===== src/rtl/spi_req_scheduler.sv =====
// spi_req_scheduler
//
// Round-robin scheduler that shares one SPI master between NREQ requesters.
// A pending request is granted in IDLE, its word is presented on spi_din with
// spi_newd held high until the master's chip-select (synchronised) shows the
// transfer started. Completion (cs back high) produces a one-cycle ack to the
// grantee; a start that never happens within TIMEOUT cycles produces a
// one-cycle err instead. Each ack/err is followed by GAP idle cycles.
//
// Parameters:
//   NREQ     number of requesters (2..8)
//   DW       data word width, matches the master's din
//   TIMEOUT  cycles to wait in ISSUE for cs to go low before aborting
//   GAP      idle cycles after every ack/err before the next grant (>= 1)
//
// Ports:
//   clk       system clock, rising edge
//   rst       synchronous active-high reset
//   req       per-requester request level
//   wdata     requester i word at [i*DW +: DW]
//   ack       one-cycle pulse, granted transfer completed
//   err       one-cycle pulse, granted transfer aborted on start timeout
//   busy      high whenever the scheduler is not idle
//   grant_id  index of current or last grantee
//   spi_newd  new-data strobe to the master
//   spi_din   word to the master, holds the last granted word
//   spi_cs    master chip-select (active low, asynchronous to clk)

module spi_req_scheduler #(
    parameter int unsigned NREQ    = 4,
    parameter int unsigned DW      = 12,
    parameter int unsigned TIMEOUT = 64,
    parameter int unsigned GAP     = 4
) (
    input  logic                    clk,
    input  logic                    rst,
    input  logic [NREQ-1:0]         req,
    input  logic [NREQ*DW-1:0]      wdata,
    output logic [NREQ-1:0]         ack,
    output logic [NREQ-1:0]         err,
    output logic                    busy,
    output logic [$clog2(NREQ)-1:0] grant_id,
    output logic                    spi_newd,
    output logic [DW-1:0]           spi_din,
    input  logic                    spi_cs
);

    localparam int unsigned IW = $clog2(NREQ);
    localparam int unsigned TW = (TIMEOUT > 1) ? $clog2(TIMEOUT) : 1;
    localparam int unsigned GW = (GAP > 1) ? $clog2(GAP) : 1;

    localparam logic [IW-1:0] LastId    = IW'(NREQ - 1);
    localparam logic [TW-1:0] TimerLast = TW'(TIMEOUT - 1);
    localparam logic [GW-1:0] GapLast   = GW'(GAP - 1);

    typedef enum logic [1:0] {
        StIdle,
        StIssue,
        StActive,
        StGap
    } state_e;

    state_e          state_q, state_d;
    logic            spi_newd_q, spi_newd_d;
    logic [DW-1:0]   spi_din_q, spi_din_d;
    logic [IW-1:0]   grant_id_q, grant_id_d;
    logic [IW-1:0]   rr_ptr_q, rr_ptr_d;
    logic [TW-1:0]   timer_q, timer_d;
    logic [GW-1:0]   gap_cnt_q, gap_cnt_d;
    logic [NREQ-1:0] ack_q, ack_d;
    logic [NREQ-1:0] err_q, err_d;

    // Two-flop synchroniser; idle level of chip-select is high.
    logic cs_meta_q;
    logic cs_s_q;

    logic            pick_valid;
    logic [IW-1:0]   pick_id;
    logic [IW-1:0]   next_ptr;

    // ------------------------------------------------------------------
    // Round-robin pick: first set request at or above rr_ptr, wrapping.
    // ------------------------------------------------------------------
    always_comb begin
        pick_valid = 1'b0;
        pick_id    = '0;
        for (int unsigned i = 0; i < NREQ; i++) begin
            if (!pick_valid && req[(32'(rr_ptr_q) + i) % NREQ]) begin
                pick_valid = 1'b1;
                pick_id    = IW'((32'(rr_ptr_q) + i) % NREQ);
            end
        end
    end

    // Pointer moves just past the grantee once its transfer finishes.
    assign next_ptr = (grant_id_q == LastId) ? '0 : grant_id_q + 1'b1;

    // ------------------------------------------------------------------
    // Next-state logic
    // ------------------------------------------------------------------
    always_comb begin
        state_d    = state_q;
        spi_newd_d = spi_newd_q;
        spi_din_d  = spi_din_q;
        grant_id_d = grant_id_q;
        rr_ptr_d   = rr_ptr_q;
        timer_d    = timer_q;
        gap_cnt_d  = gap_cnt_q;
        ack_d      = '0;
        err_d      = '0;

        unique case (state_q)
            StIdle: begin
                if (pick_valid) begin
                    spi_din_d  = wdata[pick_id*DW +: DW];
                    grant_id_d = pick_id;
                    spi_newd_d = 1'b1;
                    timer_d    = '0;
                    state_d    = StIssue;
                end
            end

            StIssue: begin
                if (!cs_s_q) begin
                    spi_newd_d = 1'b0;
                    state_d    = StActive;
                end else if (timer_q == TimerLast) begin
                    spi_newd_d          = 1'b0;
                    err_d[grant_id_q]   = 1'b1;
                    rr_ptr_d            = next_ptr;
                    gap_cnt_d           = '0;
                    state_d             = StGap;
                end else begin
                    timer_d = timer_q + 1'b1;
                end
            end

            // No timeout here: once started, the master always finishes.
            StActive: begin
                if (cs_s_q) begin
                    ack_d[grant_id_q] = 1'b1;
                    rr_ptr_d          = next_ptr;
                    gap_cnt_d         = '0;
                    state_d           = StGap;
                end
            end

            // Requests are not looked at here; arbitration only in IDLE.
            StGap: begin
                if (gap_cnt_q == GapLast) begin
                    state_d = StIdle;
                end else begin
                    gap_cnt_d = gap_cnt_q + 1'b1;
                end
            end

            default: begin
                state_d = StIdle;
            end
        endcase
    end

    // ------------------------------------------------------------------
    // State registers
    // ------------------------------------------------------------------
    always_ff @(posedge clk) begin
        if (rst) begin
            state_q    <= StIdle;
            spi_newd_q <= 1'b0;
            spi_din_q  <= '0;
            grant_id_q <= '0;
            rr_ptr_q   <= '0;
            timer_q    <= '0;
            gap_cnt_q  <= '0;
            ack_q      <= '0;
            err_q      <= '0;
            cs_meta_q  <= 1'b1;
            cs_s_q     <= 1'b1;
        end else begin
            state_q    <= state_d;
            spi_newd_q <= spi_newd_d;
            spi_din_q  <= spi_din_d;
            grant_id_q <= grant_id_d;
            rr_ptr_q   <= rr_ptr_d;
            timer_q    <= timer_d;
            gap_cnt_q  <= gap_cnt_d;
            ack_q      <= ack_d;
            err_q      <= err_d;
            cs_meta_q  <= spi_cs;
            cs_s_q     <= cs_meta_q;
        end
    end

    // ------------------------------------------------------------------
    // Outputs
    // ------------------------------------------------------------------
    assign ack      = ack_q;
    assign err      = err_q;
    assign busy     = (state_q != StIdle);
    assign grant_id = grant_id_q;
    assign spi_newd = spi_newd_q;
    assign spi_din  = spi_din_q;

    // ack and err together are at most one-hot.
    always_ff @(posedge clk) begin
        if (!rst) begin
            assert ($onehot0({ack_q, err_q}));
        end
    end

endmodule


===== config.mk =====
export PLATFORM = sky130hd
export DESIGN_NAME = spi_req_scheduler
export DESIGN_NICKNAME = d
export VERILOG_FILES = /design/src/rtl/spi_req_scheduler.sv
export SDC_FILE = /design/constraint.sdc
export NUM_CORES = 1
export LEC_CHECK = 0
export CAP_MARGIN = 20
export CORE_MARGIN = 10
export CORE_UTILIZATION = 40
export CTS_BUF_LIST = sky130_fd_sc_hd__clkbuf_4
export CTS_CLUSTER_SIZE = 16
export DETAILED_ROUTE_END_ITERATION = 12
export DONT_BUFFER_PORTS = 1
export SETUP_SLACK_MARGIN = 0.4
export SLEW_MARGIN = 20
export SYNTH_ARGS = -nofsm -noshare
export SYNTH_HDL_FRONTEND = slang
export SYNTH_SLANG_ARGS = --single-unit

===== constraint.sdc =====
create_clock -name clk -period 2.2 [get_ports clk]
set_clock_uncertainty 0.2 [all_clocks]
set_input_delay 0.44 -clock clk [delete_from_list [all_inputs] [get_ports clk]]
set_output_delay 0.44 -clock clk [all_outputs]
set_load 0.1 [all_outputs]

# Yosys cells after proc, flatten, opt, wreduce, memory -nomap -nowiden
# Cells that the tools add are included.
[classes]
reduce_logical = 20
order_cmp = 6
n_bitwise = 4
shifts = 1
n_mul = 1
addsub = 6
muxes = 42
n_eq_ne = 14
[ops]
columns = ["operator", "count"]
rows = [
  ["$shiftx A48 B7 Y12", 1],
  ["$mux W2", 17],
  ["$mux W6", 3],
  ["$lt A2 B3 Y1 const B", 5],
  ["$ne A2 B2 Y1 const B", 7],
  ["$mux W1", 12],
  ["$pmux W6 S2", 1],
  ["$reduce_and A4 Y1", 3],
  ["$bmux W1 S2", 4],
  ["$eq A2 B2 Y1 const B", 4],
  ["$pmux W2 S4", 1],
  ["$add A2 B1 Y2 const B", 3],
  ["$add A6 B1 Y6 const B", 1],
  ["$eq A6 B6 Y1 const B", 1],
  ["$pmux W2 S3", 1],
  ["$reduce_bool A2 Y1", 3],
  ["$reduce_and A5 Y1", 1],
  ["$add A2 B2 Y2 const B", 2],
  ["$logic_and A1 B1 Y1", 4],
  ["$mul A2 B2 Y4 const B", 1],
  ["$not A1 Y1", 4],
  ["$pmux W2 S2", 1],
  ["$reduce_or A4 Y1", 1],
  ["$logic_not A1 Y1", 3],
  ["10 further kinds", 10],
]
[totals]
wordCells = 105
register_bits = 37
in_bits = 55
output_inout_bits = 24

# Depth between registers and ports, before layout
# Gate-level depths: netlist (run 1).
[logic_depth]
ltp_word = 14
mapped_depth = 8
ltp_nobuf = 7

# Worst setup path before layout (run 1)
# OpenSTA, ideal clock, no wires.
[synth_path]
path_kind = "register to register"
start = "reg state_q[0]"
end = "reg timer_q[5]"
path_stages_with_launch = 8
path_slack_ns = -0.050
arrival_time_ns = 1.934
period_less_slack_ns = 2.250
setup_ns = 0.115
required_time_ns = 1.885
path_buffers = 0
path_cell_list = "dfxtp_1 inv_1 ha_1 inv_1 nor2_1 o211ai_1 xor2_1 nor2_1"
[synth_between]
elab_chain_len = 3
elab_cells_between_ends = 8
classes_between = "4 x eq/ne; 1 x mux; 3 x reduce/logical"
[synth_rtl]
columns = ["item", "line_no", "rtl"]
rows = [
  ["from (decl)", "63", "state_e state_q, state_d;"],
  ["from (signal assigned)", "168", "state_q <= StIdle;"],
  ["from (signal assigned)", "180", "state_q <= state_d;"],
  ["$eq A2 B1 Y1 or $logic_not A2 Y1 (tied branches)", "112", "unique case (state_q)"],
  ["$ne A2 B2 Y1 (no source line) or $reduce_bool A2 Y1 (tied branches)", "--", ""],
  ["$reduce_and A4 Y1 (no source line)", "--", ""],
  ["to (signal assigned)", "185", "timer_q <= timer_d;"],
  ["to (decl)", "68", "logic [TW-1:0] timer_q, timer_d;"],
]
# Parallel ways exist; a longest one is shown, timed or not.
# A chain may end at the register's enable or synchronous reset.

# Worst setup path in the final report (run 1)
[layout_path]
start = "reg state_q[0]"
end = "out busy"
[layout_between]
elab_chain_len = 1
[layout_rtl]
columns = ["item", "line_no", "rtl"]
rows = [
  ["$reduce_bool A2 Y1", "199", "assign busy = (state_q != StIdle);"],
  ["to (decl)", "41", "output logic busy,"],
]
# Every way passes these cells.

==> report_table.html, run 1 <==
<table>
<tr><th>Metric</th><th>Value</th></tr>
<tr><th colspan="2">Status</th></tr>
<tr><td>Outcome</td><td>finished, final reports clean</td></tr>
<tr><th colspan="2">Detailed routing</th></tr>
<tr><td>DRT Pass-1 Iters</td><td>5</td></tr>
<tr><td>Total wire length</td><td>6600 microns</td></tr>
<tr><td>Vias per inst</td><td>5.49</td></tr>
<tr><td>DR WL/cell</td><td>18.5 microns</td></tr>
<tr><td>Vias post-DR</td><td>1,960</td></tr>
<tr><td>ANT nets after route</td><td>0</td></tr>
<tr><td>DRC</td><td>0</td></tr>
<tr><td>Number of design-rule violations left by the first detailed-router iteration</td><td>116</td></tr>
<tr><th colspan="2">Setup path</th></tr>
<tr><td>Critical path class</td><td>reg2out</td></tr>
<tr><td>CP Data Required Time</td><td>1.56 ns</td></tr>
<tr><td>Beginning of the worst register-to-register path</td><td>rr_ptr_q[1]</td></tr>
<tr><td>Maximum fanout encountered on the critical timing path</td><td>4</td></tr>
<tr><td>Crit path launch type</td><td>flip-flop</td></tr>
<tr><td>Arr. time, crit path</td><td>1.30 ns</td></tr>
<tr><td>Worst setup path start</td><td>state_q[0]</td></tr>
<tr><td>Worst Reg2Reg Path Length in Cells</td><td>6</td></tr>
<tr><td>Capturing element type of the critical path</td><td>primary output</td></tr>
<tr><th colspan="2">Layout</th></tr>
<tr><td>Number of standard cells in the final layout excluding fillers</td><td>357</td></tr>
<tr><td>Seq. cell area</td><td>769 sq um</td></tr>
<tr><td>Ant diodes</td><td>0</td></tr>
<tr><td>Final Net Count</td><td>350</td></tr>
<tr><td>Synth-to-Final Area Change</td><td>33.3%</td></tr>
<tr><td>Share of final-layout standard cells stronger than drive strength 1</td><td>40.0%</td></tr>
<tr><td>Post-route cell area</td><td>2960 sq um</td></tr>
<tr><td>Fill cell instance count of the final layout</td><td>495</td></tr>
<tr><td>Multi-input logic area</td><td>1550 sq um</td></tr>
<tr><th colspan="2">Place</th></tr>
<tr><td>Placed cell area</td><td>2480 sq um</td></tr>
<tr><td>Placed Cells incl. Taps</td><td>322</td></tr>
<tr><td>HPWL Detailed</td><td>4470 microns</td></tr>
<tr><td>Routability congestion estimate from global placement</td><td>0.834</td></tr>
<tr><td>Count of port buffers added during placement</td><td>0</td></tr>
<tr><th colspan="2">GRT</th></tr>
<tr><td>Number of antenna violations at the first check in global routing</td><td>0</td></tr>
<tr><td>Number of global-route vias before repair</td><td>1,996</td></tr>
<tr><td>Met1 demand-to-capacity share in global routing</td><td>16.5%</td></tr>
<tr><td>Sum of overflow across all layers after global routing</td><td>0</td></tr>
<tr><td>First-pass GRT wire length</td><td>9920 microns</td></tr>
<tr><td>GR Util met2</td><td>21.7%</td></tr>
<tr><td>Global routing usage summed across all routing layers</td><td>13.8%</td></tr>
<tr><td>Largest net degree at the start of global routing</td><td>25</td></tr>
<tr><td>Met3 GRT Util</td><td>5.63%</td></tr>
<tr><td>Gr busiest metal</td><td>met2</td></tr>
<tr><th colspan="2">Power</th></tr>
<tr><td>Static leakage</td><td>1.20 nW</td></tr>
<tr><td>Power density of the placed cells</td><td>1250 nW/um^2</td></tr>
<tr><td>Worst supply voltage drop on vdd</td><td>0.583 mV</td></tr>
<tr><th colspan="2">Min path</th></tr>
<tr><td>Min-Delay Startpoint</td><td>rst</td></tr>
<tr><td>Hold Path Cell Cnt</td><td>1</td></tr>
<tr><td>Worst min path class</td><td>in2reg</td></tr>
<tr><th colspan="2">Synth</th></tr>
<tr><td>Synthesized area</td><td>2220 sq um</td></tr>
<tr><td>Register area share after synthesis</td><td>33.3%</td></tr>
<tr><td>Synth area leaders</td><td>sky130_fd_sc_hd__dfxtp_1, sky130_fd_sc_hd__mux2i_1, sky130_fd_sc_hd__ha_1</td></tr>
<tr><td>Most frequently used flop master after synthesis</td><td>sky130_fd_sc_hd__dfxtp_1</td></tr>
<tr><td>Netlist cell types</td><td>57</td></tr>
<tr><td>Most frequent cell after synthesis</td><td>sky130_fd_sc_hd__dfxtp_1</td></tr>
<tr><td>Syn nets</td><td>302</td></tr>
<tr><td>Most common library cells after synthesis</td><td>sky130_fd_sc_hd__dfxtp_1, sky130_fd_sc_hd__nand2_1, sky130_fd_sc_hd__mux2i_1, sky130_fd_sc_hd__nor2_1</td></tr>
<tr><td>Post-synth ARST share</td><td>0%</td></tr>
<tr><td>Library cell with the largest summed area after synthesis</td><td>sky130_fd_sc_hd__dfxtp_1</td></tr>
<tr><td>Post-Syn Instances</td><td>236</td></tr>
<tr><td>Warnings, synthesis</td><td>0</td></tr>
<tr><td>Number of enable-type register cells in the synthesized netlist</td><td>0</td></tr>
<tr><td>Synthesized area per cell</td><td>9.42 sq um</td></tr>
<tr><td>Proportion of netlist area held by the largest area contributor</td><td>33.3%</td></tr>
<tr><td>Flip-flop and latch count after synthesis</td><td>37</td></tr>
<tr><th colspan="2">Clock tree</th></tr>
<tr><td>Clock Sink Count</td><td>37</td></tr>
<tr><td>Clock transition time at the flip-flop clock pins of the worst setup and hold paths</td><td>0.11 ns</td></tr>
<tr><td>H-tree Lvls</td><td>2</td></tr>
<tr><td>Source-to-sink clock delay at the later pin of the worst-skew pair</td><td>0.34 ns</td></tr>
<tr><td>CTS tree</td><td>yes</td></tr>
<tr><td>CTS Buf Count</td><td>5</td></tr>
<tr><td>Bufs on Longest Clock Path</td><td>2</td></tr>
<tr><td>CTS Root Buffer Type</td><td>sky130_fd_sc_hd__clkbuf_4</td></tr>
<tr><th colspan="2">Job</th></tr>
<tr><td>Number of maximum-capacitance constraint violations</td><td>0</td></tr>
<tr><th colspan="2">STA</th></tr>
<tr><td>Unrepaired setup endpoints after global routing</td><td>true</td></tr>
<tr><td>Number of endpoints failing setup at the final stage</td><td>0</td></tr>
<tr><td>Transition time at the pin with the least slew margin</td><td>0.582 ns</td></tr>
<tr><td>Time the final worst path needs with I/O delays and setup</td><td>1.94 ns</td></tr>
<tr><td>Setup TNS after final layout</td><td>0 ns</td></tr>
<tr><td>Number of hold violations in the final report</td><td>0</td></tr>
<tr><td>Final count of pins violating max slew</td><td>0</td></tr>
<tr><td>Part of the cycle the worst path needs</td><td>88.2%</td></tr>
<tr><td>Max-slew headroom at the worst pin</td><td>61.1%</td></tr>
<tr><td>Fmax</td><td>515 MHz</td></tr>
<tr><td>Worst Hold Slack</td><td>0.0483 ns</td></tr>
<tr><th colspan="2">Floorplan</th></tr>
<tr><td>Number of primary I/O pins</td><td>79</td></tr>
<tr><td>Height of the die</td><td>94.5 microns</td></tr>
<tr><td>Site row count</td><td>27</td></tr>
<tr><td>Initial core utilization</td><td>40.9%</td></tr>
<tr><td>Die width</td><td>94.5 microns</td></tr>
<tr><td>Die area</td><td>8940 sq um</td></tr>
<tr><td>Area of the placeable core</td><td>5440 sq um</td></tr>
</table>
==> power breakdown <==
group	leakage, nW	internal (W)	switching [W]
Combinational	0.859	0.000901	0.00152
Sequential	0.309	0.000808	0.000134
Clock	0.0354	0.000134	0.000218
Total	1.20	0.00184	0.00188
==> per-stage QoR <==
stage / utilization, % / power, W / worst slack (ns)
floorplan: - / 0.00252 / 0.292
global placement: 45.6 / 0.00284 / 0.234
detailed placement: 45.6 / 0.00285 / 0.193
CTS: 50.9 / 0.00345 / 0.265
global route: 54.5 / 0.00394 / 0.224
finish: 54.5 / 0.00372 / 0.260
==> layout by cell type, fill, tap and decap left out, types with 5 or more instances in the layout <==
master / instances
sky130_fd_sc_hd__dfxtp_1: 26
sky130_fd_sc_hd__dfxtp_4: 6
sky130_fd_sc_hd__nand2_1: 13
sky130_fd_sc_hd__clkbuf_4: 6
sky130_fd_sc_hd__o221ai_1: 9
sky130_fd_sc_hd__nor2_1: 11
sky130_fd_sc_hd__ha_4: 6
sky130_fd_sc_hd__and2_1: 8
sky130_fd_sc_hd__nand2b_1: 5
sky130_fd_sc_hd__o31ai_1: 10
sky130_fd_sc_hd__buf_6: 8
sky130_fd_sc_hd__ha_1: 5
sky130_fd_sc_hd__buf_4: 42
sky130_fd_sc_hd__nand3b_1: 9
sky130_fd_sc_hd__dfxtp_2: 5
sky130_fd_sc_hd__mux2i_1: 13
sky130_fd_sc_hd__a211o_1: 7
sky130_fd_sc_hd__a21oi_1: 5
sky130_fd_sc_hd__nand4_1: 11
==> logic make-up after synthesis <==
group	share of synthesized area, %
AOI/OAI and AO/OA	22.0
adders and majority gates	6.19
and+or+nand+nor	23.8
muxes	7.83
DFF	33.3
xor gates and xnor gates	1.58
buffers and inverters	5.29
==> area by class of cell <==
cell class	count	area share (%)
Timing Repair Buffer	55	15.7
Multi-Input combinational cell	178	52.2
Clock buffer	6	1.52
Tap cell	72	3.04
Inverter	7	1.27
Sequential cell	37	26.0
Clock inverter	2	0.338
==> critical path: stages, from the launching register on <==
cell,delay (ns)
sky130_fd_sc_hd__dfxtp_4,0.38
sky130_fd_sc_hd__inv_4,0.08
sky130_fd_sc_hd__ha_4,0.16
sky130_fd_sc_hd__clkinvlp_4,0.14
sky130_fd_sc_hd__buf_12,0.19
==> sequential cells by signal, summed over array words and instances (netlist names) <==
name	count
timer_q	6
err	4
rr_ptr_q	2
spi_newd	1
cs_s_q	1
ack	4
state_q	2
gap_cnt_q	2
grant_id	2
spi_din	12
cs_meta_q	1
==> path summary, 6_finish.rpt <==
check,endpoint,slack [ns]
setup reg to reg,spi_din[9],0.32
setup / recovery,busy,0.26
hold reg to reg,cs_s_q,0.22
hold / removal,spi_din[10],0.05
==> metal layers <==
layer | up-vias | wire length, microns
li1 | 982 | -
met1 | 903 | 2680
met2 | 70 | 3330
met3 | 5 | 510
met4 | 0 | 66
met5 | - | 0
==> what timing repair did <==
| action | CTS | global route |
|---|---|---|
| buffers inserted | 14 | 9 |
| hold endpoints to repair | 13 | 0 |
| setup endpoints to repair | 19 | 30 |
| pin swaps | 6 | 11 |
| gates cloned | 2 | 0 |
| gates resized for setup | 27 | 32 |
| hold buffers | 2 | 0 |
(Power assumes the default switching activity.)
==> run 2: changes to the inputs <==
--- a/config.mk
+++ b/config.mk
@@ -6,7 +6,7 @@
 export NUM_CORES = 1
 export LEC_CHECK = 0
 export CAP_MARGIN = 20
-export CORE_MARGIN = 10
+export CORE_MARGIN = 5
 export CORE_UTILIZATION = 40
 export CTS_BUF_LIST = sky130_fd_sc_hd__clkbuf_4
 export CTS_CLUSTER_SIZE = 16
==> run 2 against run 1 <==
  * Via count up 0.10%
  * Hold slack got worse by 0.0072 ns
  * Core utilization is 0.35 points lower
  * Wire length shrank 5.9%
  * Maximum frequency is 1.7% higher
==> report_table.html, run 2 (same netlist as run 1, synthesis figures left out) <==
<table>
<tr><th>Metric</th><th>Value</th></tr>
<tr><th colspan="2">Setup path</th></tr>
<tr><td>Maximum fanout encountered on the critical timing path</td><td>3 (-1)</td></tr>
<tr><td>Register-to-register setup slack</td><td>0.31 ns (about the same)</td></tr>
<tr><td>Capturing element type of the critical path</td><td>primary output</td></tr>
<tr><td>Critical path class</td><td>reg2out</td></tr>
<tr><td>Reg-to-reg critical path endpoint</td><td>spi_din[11]</td></tr>
<tr><td>Worst setup path start</td><td>state_q[1]</td></tr>
<tr><td>Beginning of the worst register-to-register path</td><td>rr_ptr_q[1]</td></tr>
<tr><td>Worst Reg2Reg Path Length in Cells</td><td>6 (unchanged)</td></tr>
<tr><td>Crit path launch type</td><td>flip-flop</td></tr>
<tr><td>Arr. time, crit path</td><td>1.27 ns (-0.03 ns)</td></tr>
<tr><td>Timing endpoint of the critical path</td><td>busy</td></tr>
<tr><td>CP Data Required Time</td><td>1.56 ns (about the same)</td></tr>
<tr><th colspan="2">Clock tree</th></tr>
<tr><td>Source-to-sink clock delay at the later pin of the worst-skew pair</td><td>0.34 ns (about the same)</td></tr>
<tr><td>Clock Sink Count</td><td>37 (unchanged)</td></tr>
<tr><td>CTS Root Buffer Type</td><td>sky130_fd_sc_hd__clkbuf_4</td></tr>
<tr><td>H-tree Lvls</td><td>2 (unchanged)</td></tr>
<tr><td>CTS tree</td><td>yes</td></tr>
<tr><td>Clock transition time at the flip-flop clock pins of the worst setup and hold paths</td><td>0.12 ns (about the same)</td></tr>
<tr><td>CTS Buf Count</td><td>5 (unchanged)</td></tr>
<tr><td>Bufs on Longest Clock Path</td><td>2 (unchanged)</td></tr>
<tr><th colspan="2">Layout</th></tr>
<tr><td>Fill cell instance count of the final layout</td><td>490 (-1.0%)</td></tr>
<tr><td>Largest register FFs</td><td>12 (unchanged)</td></tr>
<tr><td>Leading cell types in the layout, fill and taps excluded</td><td>sky130_fd_sc_hd__buf_4, sky130_fd_sc_hd__dfxtp_1, sky130_fd_sc_hd__nand2_1, sky130_fd_sc_hd__mux2i_1, sky130_fd_sc_hd__nand4_1</td></tr>
<tr><td>Leading cell type in the layout, fill and taps excluded</td><td>sky130_fd_sc_hd__buf_4</td></tr>
<tr><td>Share of final-layout standard cells stronger than drive strength 1</td><td>37.9% (-2.1 points)</td></tr>
<tr><td>Final core utilization</td><td>54.1% (-0.35 points)</td></tr>
<tr><td>Ant diodes</td><td>0 (unchanged)</td></tr>
<tr><td>Final Net Count</td><td>350 (unchanged)</td></tr>
<tr><td>Synth-to-Final Area Change</td><td>32.5%</td></tr>
<tr><th colspan="2">Detailed routing</th></tr>
<tr><td>ANT nets after route</td><td>0 (unchanged)</td></tr>
<tr><td>Vias post-DR</td><td>1,962 (+0.10%)</td></tr>
<tr><td>DRT Pass-1 Iters</td><td>4 (-1)</td></tr>
<tr><td>Total wire length</td><td>6200 microns (-5.9%)</td></tr>
<tr><td>Vias per inst</td><td>5.50 (+0.10%)</td></tr>
<tr><td>Number of design-rule violations left by the first detailed-router iteration</td><td>62 (-47%)</td></tr>
<tr><td>DRC</td><td>0 (unchanged)</td></tr>
<tr><td>DR WL/cell</td><td>17.4 microns (-5.9%)</td></tr>
<tr><th colspan="2">Power</th></tr>
<tr><td>Internal Pwr Total</td><td>0.00183 W (-0.73%)</td></tr>
<tr><td>Power density of the placed cells</td><td>1260 nW/um^2 (+0.16%)</td></tr>
<tr><td>Static leakage</td><td>1.20 nW (-0.40%)</td></tr>
<tr><td>Flop pwr share</td><td>24.4% (-0.9 points)</td></tr>
<tr><td>Net switching power</td><td>0.00187 W (-0.22%)</td></tr>
<tr><td>Worst supply voltage drop on vdd</td><td>0.840 mV (+44%)</td></tr>
<tr><td>Combinational Power Share</td><td>65.9% (+0.7 points)</td></tr>
<tr><td>Clock share of power</td><td>9.6% (about the same)</td></tr>
<tr><td>Switching power share of the total</td><td>50.6% (+0.13 points)</td></tr>
<tr><th colspan="2">STA</th></tr>
<tr><td>Fmax</td><td>524 MHz (+1.7%)</td></tr>
<tr><td>Final count of pins violating max slew</td><td>0 (unchanged)</td></tr>
<tr><td>Time the final worst path needs with I/O delays and setup</td><td>1.91 ns (-0.0324 ns)</td></tr>
<tr><td>Unrepaired setup endpoints after global routing</td><td>true</td></tr>
<tr><td>Part of the cycle the worst path needs</td><td>86.7% (-1.5 points)</td></tr>
<tr><td>Max-slew headroom at the worst pin</td><td>61.2% (+0.15 points)</td></tr>
<tr><td>Number of hold violations in the final report</td><td>0 (unchanged)</td></tr>
<tr><td>Setup TNS after final layout</td><td>0 ns (unchanged)</td></tr>
<tr><td>Transition time at the pin with the least slew margin</td><td>0.582 ns (-0.000352 ns)</td></tr>
<tr><td>Number of endpoints failing setup at the final stage</td><td>0 (unchanged)</td></tr>
<tr><th colspan="2">Status</th></tr>
<tr><td>Outcome</td><td>finished, final reports clean</td></tr>
<tr><th colspan="2">GRT</th></tr>
<tr><td>Global routing usage summed across all routing layers</td><td>16.3% (+2.5 points)</td></tr>
<tr><td>First-pass GRT wire length</td><td>9390 microns (-5.3%)</td></tr>
<tr><td>Number of antenna violations at the first check in global routing</td><td>0 (unchanged)</td></tr>
<tr><td>Number of global-route vias before repair</td><td>1,905 (-4.6%)</td></tr>
<tr><td>Largest net degree at the start of global routing</td><td>25 (unchanged)</td></tr>
<tr><td>Sum of overflow across all layers after global routing</td><td>0 (unchanged)</td></tr>
<tr><th colspan="2">Job</th></tr>
<tr><td>Number of maximum-capacitance constraint violations</td><td>0 (unchanged)</td></tr>
<tr><th colspan="2">Place</th></tr>
<tr><td>Count of port buffers added during placement</td><td>0 (unchanged)</td></tr>
<tr><td>Routability congestion estimate from global placement</td><td>0.861 (+3.3%)</td></tr>
<tr><td>HPWL Detailed</td><td>4300 microns (-3.9%)</td></tr>
<tr><th colspan="2">Floorplan</th></tr>
<tr><td>Height of the die</td><td>84.5 microns (-11%)</td></tr>
<tr><td>Number of primary I/O pins</td><td>79 (unchanged)</td></tr>
<tr><td>Initial core utilization</td><td>40.9% (unchanged)</td></tr>
<tr><td>Area of the placeable core</td><td>5440 sq um (unchanged)</td></tr>
<tr><td>Die area</td><td>7150 sq um (-20%)</td></tr>
<tr><td>Die width</td><td>84.5 microns (-11%)</td></tr>
<tr><td>Site row count</td><td>27 (unchanged)</td></tr>
<tr><th colspan="2">Min path</th></tr>
<tr><td>Worst min path class</td><td>in2reg</td></tr>
<tr><td>Hold Path Cell Cnt</td><td>1 (unchanged)</td></tr>
</table>
[run 2: power by group through the flow]
stage                     combinational, W  clock [W]  sequential [W]
after floorplan                   0.000957          0         0.00156
after global placement             0.00194          0        0.000905
after detailed placement           0.00195          0        0.000910
after CTS                          0.00230   0.000373        0.000902
after global routing               0.00256   0.000401        0.000918
final                              0.00244   0.000356        0.000904
[run 2: worst min path at each step]
stage / slack (ns) / startpoint / end
after global routing: 0.02 / rst / spi_din[3]
after floorplan: 0.19 / cs_meta_q / cs_s_q
final: 0.04 / rst / spi_din[10]
after global placement: 0.20 / cs_meta_q / cs_s_q
after detailed placement: 0.20 / cs_meta_q / cs_s_q
after CTS: 0.03 / rst / spi_din[10]
[run 2: layout make-up]
class | instances | area (sq um) | area share (%)
Multi-Input combinational cell | 178 | 1520 | 51.6
Inverter | 7 | 35.0 | 1.19
Tap cell | 72 | 90.1 | 3.06
Sequential cell | 37 | 758 | 25.8
Clock buffer | 5 | 37.5 | 1.27
Timing Repair Buffer | 55 | 487 | 16.5
Clock inverter | 3 | 17.5 | 0.595
[run 2: metrics by stage]
stage	power [W]	instances	instance area (sq um)	worst slack [ns]	hold WS [ns]
after floorplan	0.00252	236	2270	0.292	0.189
after global placement	0.00285	322	2490	0.180	0.198
after detailed placement	0.00286	322	2490	0.161	0.201
after CTS	0.00357	349	2850	0.262	0.0309
after global routing	0.00388	357	2940	0.233	0.0173
final	0.00370	357	2940	0.292	0.0411
[run 2: per-layer routing]
metal	part of all wire [%]	global-route usage [%]	vias up	routed length (microns)
met4	2.7	6.04	0	165
met3	6.2	4.12	16	384
met1	41	19.6	916	2530
li1	-	-	974	-
met2	50	27.8	56	3120
met5	0	0	-	0
[run 2: repair_timing]
item,CTS,global route
cloned,1,0
buffers inserted,16,8
gates resized for setup,32,9
setup endpoints to repair,22,19
pin swaps,8,4
hold buffers,2,0
endpoints found under the hold margin,13,0
[run 2: worst max-delay path: stages (launching register included)]
cell	delay [ns]
sky130_fd_sc_hd__dfxtp_4	0.37
sky130_fd_sc_hd__inv_4	0.09
sky130_fd_sc_hd__ha_4	0.16
sky130_fd_sc_hd__clkinvlp_4	0.12
sky130_fd_sc_hd__buf_12	0.19
==> run 3: changes to the inputs <==
--- a/config.mk
+++ b/config.mk
@@ -12,7 +12,9 @@
 export CTS_CLUSTER_SIZE = 16
 export DETAILED_ROUTE_END_ITERATION = 12
 export DONT_BUFFER_PORTS = 1
+export GPL_ROUTABILITY_DRIVEN = 0
 export SETUP_SLACK_MARGIN = 0.4
+export SKIP_CTS_REPAIR_TIMING = 1
 export SLEW_MARGIN = 20
 export SYNTH_ARGS = -nofsm -noshare
 export SYNTH_HDL_FRONTEND = slang
==> run 3 against run 2 <==
  * The flow now finishes with violations (negative hold slack)
  * Final cell count shrank 3.1%
  * Via count shrank 1.5%
  * Clock power is essentially flat
  * Sequential power grew 0.4%
  * Critical endpoint unchanged
  * Largest cell class unchanged
==> report_table.html, run 3 (same netlist as run 1, synthesis figures left out) <==
<table>
<tr><th>Metric</th><th>Value</th></tr>
<tr><th colspan="2">Status</th></tr>
<tr><td>Outcome</td><td>complete, but fails checks</td></tr>
<tr><td>Violations in the final reports</td><td>negative hold slack</td></tr>
<tr><th colspan="2">STA</th></tr>
<tr><td>Unrepaired setup endpoints after global routing</td><td>true</td></tr>
<tr><td>Transition time at the pin with the least slew margin</td><td>0.582 ns (+0.0000345 ns)</td></tr>
<tr><td>Setup TNS after final layout</td><td>0 ns (unchanged)</td></tr>
<tr><td>Number of endpoints failing setup at the final stage</td><td>0 (unchanged)</td></tr>
<tr><td>Final count of pins violating max slew</td><td>0 (unchanged)</td></tr>
<tr><td>Max-slew headroom at the worst pin</td><td>61.2% (about the same)</td></tr>
<tr><td>Time the final worst path needs with I/O delays and setup</td><td>1.95 ns (+0.0465 ns)</td></tr>
<tr><td>Number of hold violations in the final report</td><td>11 (+11)</td></tr>
<tr><td>Part of the cycle the worst path needs</td><td>88.8% (+2.1 points)</td></tr>
<tr><td>Fmax</td><td>512 MHz (-2.4%)</td></tr>
<tr><td>Worst Hold Slack</td><td>-0.0637 ns (-0.105 ns)</td></tr>
<tr><th colspan="2">Clock tree</th></tr>
<tr><td>Source-to-sink clock delay at the later pin of the worst-skew pair</td><td>0.35 ns (about the same)</td></tr>
<tr><td>CTS Root Buffer Type</td><td>sky130_fd_sc_hd__clkbuf_4</td></tr>
<tr><td>CTS tree</td><td>yes</td></tr>
<tr><td>Bufs on Longest Clock Path</td><td>2 (unchanged)</td></tr>
<tr><td>H-tree Lvls</td><td>2 (unchanged)</td></tr>
<tr><td>Clock Sink Count</td><td>37 (unchanged)</td></tr>
<tr><td>CTS Buf Count</td><td>5 (unchanged)</td></tr>
<tr><td>Clock transition time at the flip-flop clock pins of the worst setup and hold paths</td><td>0.12 ns (about the same)</td></tr>
<tr><th colspan="2">Layout</th></tr>
<tr><td>Leading cell types in the layout, fill and taps excluded</td><td>sky130_fd_sc_hd__buf_4, sky130_fd_sc_hd__dfxtp_1, sky130_fd_sc_hd__nand2_1, sky130_fd_sc_hd__mux2i_1</td></tr>
<tr><td>Largest register FFs</td><td>12 (unchanged)</td></tr>
<tr><td>Leading cell type in the layout, fill and taps excluded</td><td>sky130_fd_sc_hd__buf_4</td></tr>
<tr><td>Multi-input logic area</td><td>1470 sq um (-3.2%)</td></tr>
<tr><td>Synth-to-Final Area Change</td><td>26.0%</td></tr>
<tr><td>Fill cell instance count of the final layout</td><td>514 (+4.9%)</td></tr>
<tr><td>Share of final-layout standard cells stronger than drive strength 1</td><td>33.9% (-4.0 points)</td></tr>
<tr><td>Ant diodes</td><td>0 (unchanged)</td></tr>
<tr><td>Final Net Count</td><td>339 (-3.1%)</td></tr>
<tr><td>Seq. cell area</td><td>753 sq um (-0.66%)</td></tr>
<tr><td>Post-route cell area</td><td>2800 sq um (-4.9%)</td></tr>
<tr><th colspan="2">Detailed routing</th></tr>
<tr><td>DRC</td><td>0 (unchanged)</td></tr>
<tr><td>Vias post-DR</td><td>1,933 (-1.5%)</td></tr>
<tr><td>Number of design-rule violations left by the first detailed-router iteration</td><td>67 (+8.1%)</td></tr>
<tr><td>DR WL/cell</td><td>17.1 microns (-1.7%)</td></tr>
<tr><td>ANT nets after route</td><td>0 (unchanged)</td></tr>
<tr><td>DRT Pass-1 Iters</td><td>4 (unchanged)</td></tr>
<tr><td>Total wire length</td><td>5910 microns (-4.7%)</td></tr>
<tr><td>Vias per inst</td><td>5.59 (+1.7%)</td></tr>
<tr><th colspan="2">Floorplan</th></tr>
<tr><td>Area of the placeable core</td><td>5440 sq um (unchanged)</td></tr>
<tr><td>Number of primary I/O pins</td><td>79 (unchanged)</td></tr>
<tr><td>Height of the die</td><td>84.5 microns (unchanged)</td></tr>
<tr><td>Initial core utilization</td><td>40.9% (unchanged)</td></tr>
<tr><td>Die area</td><td>7150 sq um (unchanged)</td></tr>
<tr><td>Die width</td><td>84.5 microns (unchanged)</td></tr>
<tr><td>Site row count</td><td>27 (unchanged)</td></tr>
<tr><th colspan="2">Setup path</th></tr>
<tr><td>Critical path class</td><td>reg2out</td></tr>
<tr><td>Arr. time, crit path</td><td>1.31 ns (+0.04 ns)</td></tr>
<tr><td>CP Data Required Time</td><td>1.56 ns (about the same)</td></tr>
<tr><td>Maximum fanout encountered on the critical timing path</td><td>5 (+2)</td></tr>
<tr><td>Crit path launch type</td><td>flip-flop</td></tr>
<tr><td>Capturing element type of the critical path</td><td>primary output</td></tr>
<tr><th colspan="2">Power</th></tr>
<tr><td>Worst supply voltage drop on vdd</td><td>0.814 mV (-3.1%)</td></tr>
<tr><td>Power density of the placed cells</td><td>1240 nW/um^2 (-0.98%)</td></tr>
<tr><td>Static leakage</td><td>1.14 nW (-5.3%)</td></tr>
<tr><th colspan="2">Job</th></tr>
<tr><td>Number of maximum-capacitance constraint violations</td><td>0 (unchanged)</td></tr>
<tr><th colspan="2">Place</th></tr>
<tr><td>Placed cell area</td><td>2490 sq um (unchanged)</td></tr>
<tr><td>HPWL Detailed</td><td>4300 microns (unchanged)</td></tr>
<tr><td>Count of port buffers added during placement</td><td>0 (unchanged)</td></tr>
<tr><th colspan="2">Min path</th></tr>
<tr><td>Worst min path class</td><td>in2reg</td></tr>
<tr><th colspan="2">GRT</th></tr>
<tr><td>Number of antenna violations at the first check in global routing</td><td>0 (unchanged)</td></tr>
<tr><td>Number of global-route vias before repair</td><td>1,746 (-8.3%)</td></tr>
<tr><td>First-pass GRT wire length</td><td>8530 microns (-9.2%)</td></tr>
<tr><td>Global routing usage summed across all routing layers</td><td>14.7% (-1.5 points)</td></tr>
<tr><td>Sum of overflow across all layers after global routing</td><td>0 (unchanged)</td></tr>
<tr><td>Largest net degree at the start of global routing</td><td>37 (+48%)</td></tr>
</table>
## run 3: cell count changes in the layout (fill, tap and decap cells not counted), sizes merged
| cell | before | now |
|---|---|---|
| buf | 53 | 41 |
| dlygate4sd3 | 2 | 3 |
## run 3: per-layer routing
metal	vias up	track usage, %	part of all wire [%]
li1	951	-	-
met1	893	18.1	41
met2	73	24.1	49
met3	16	4.42	6.7
met4	0	5.90	2.5
met5	-	0	0
## run 3: path summary, 6_finish.rpt
| path | slack [ns] | end | from | cells after the start |
|---|---|---|---|---|
| min | -0.06 | state_q[0] | rst | 1 |
| max | 0.25 | busy | state_q[0] | 4 |
| max reg2reg | 0.30 | state_q[0] | state_q[1] | 8 |
| min reg2reg | 0.26 | gap_cnt_q[1] | gap_cnt_q[1] | 2 |
## run 3: where the power goes
part | internal [W] | switching [W]
Clock | 0.000120 | 0.000239
Combinational | 0.000756 | 0.00146
Sequential | 0.000802 | 0.000106
## run 3: final cells by class
| class | count | area share, % |
|---|---|---|
| Timing Repair Buffer | 44 | 14.1 |
| Clock inverter | 3 | 0.626 |
| Sequential cell | 37 | 26.9 |
| Multi-Input combinational cell | 178 | 52.5 |
| Inverter | 7 | 1.25 |
| Tap cell | 72 | 3.22 |
| Clock buffer | 5 | 1.34 |
## run 3: per-stage QoR
step | util, % | hold WS [ns] | power, W | instances | setup WS [ns]
after floorplan | - | 0.189 | 0.00252 | 236 | 0.292
after global placement | 45.9 | 0.198 | 0.00285 | 322 | 0.180
after detailed placement | 45.9 | 0.201 | 0.00286 | 322 | 0.161
after CTS | 46.9 | -0.0720 | 0.00323 | 330 | 0.0976
after global routing | 51.5 | -0.0763 | 0.00365 | 346 | 0.190
final | 51.5 | -0.0637 | 0.00348 | 346 | 0.246
## run 3: worst max-delay path, stage by stage, from the launching register on
cell and delay, ns:
sky130_fd_sc_hd__dfxtp_2 0.37, sky130_fd_sc_hd__inv_4 0.08, sky130_fd_sc_hd__ha_4 0.18, sky130_fd_sc_hd__clkinvlp_4 0.14, sky130_fd_sc_hd__buf_12 0.19
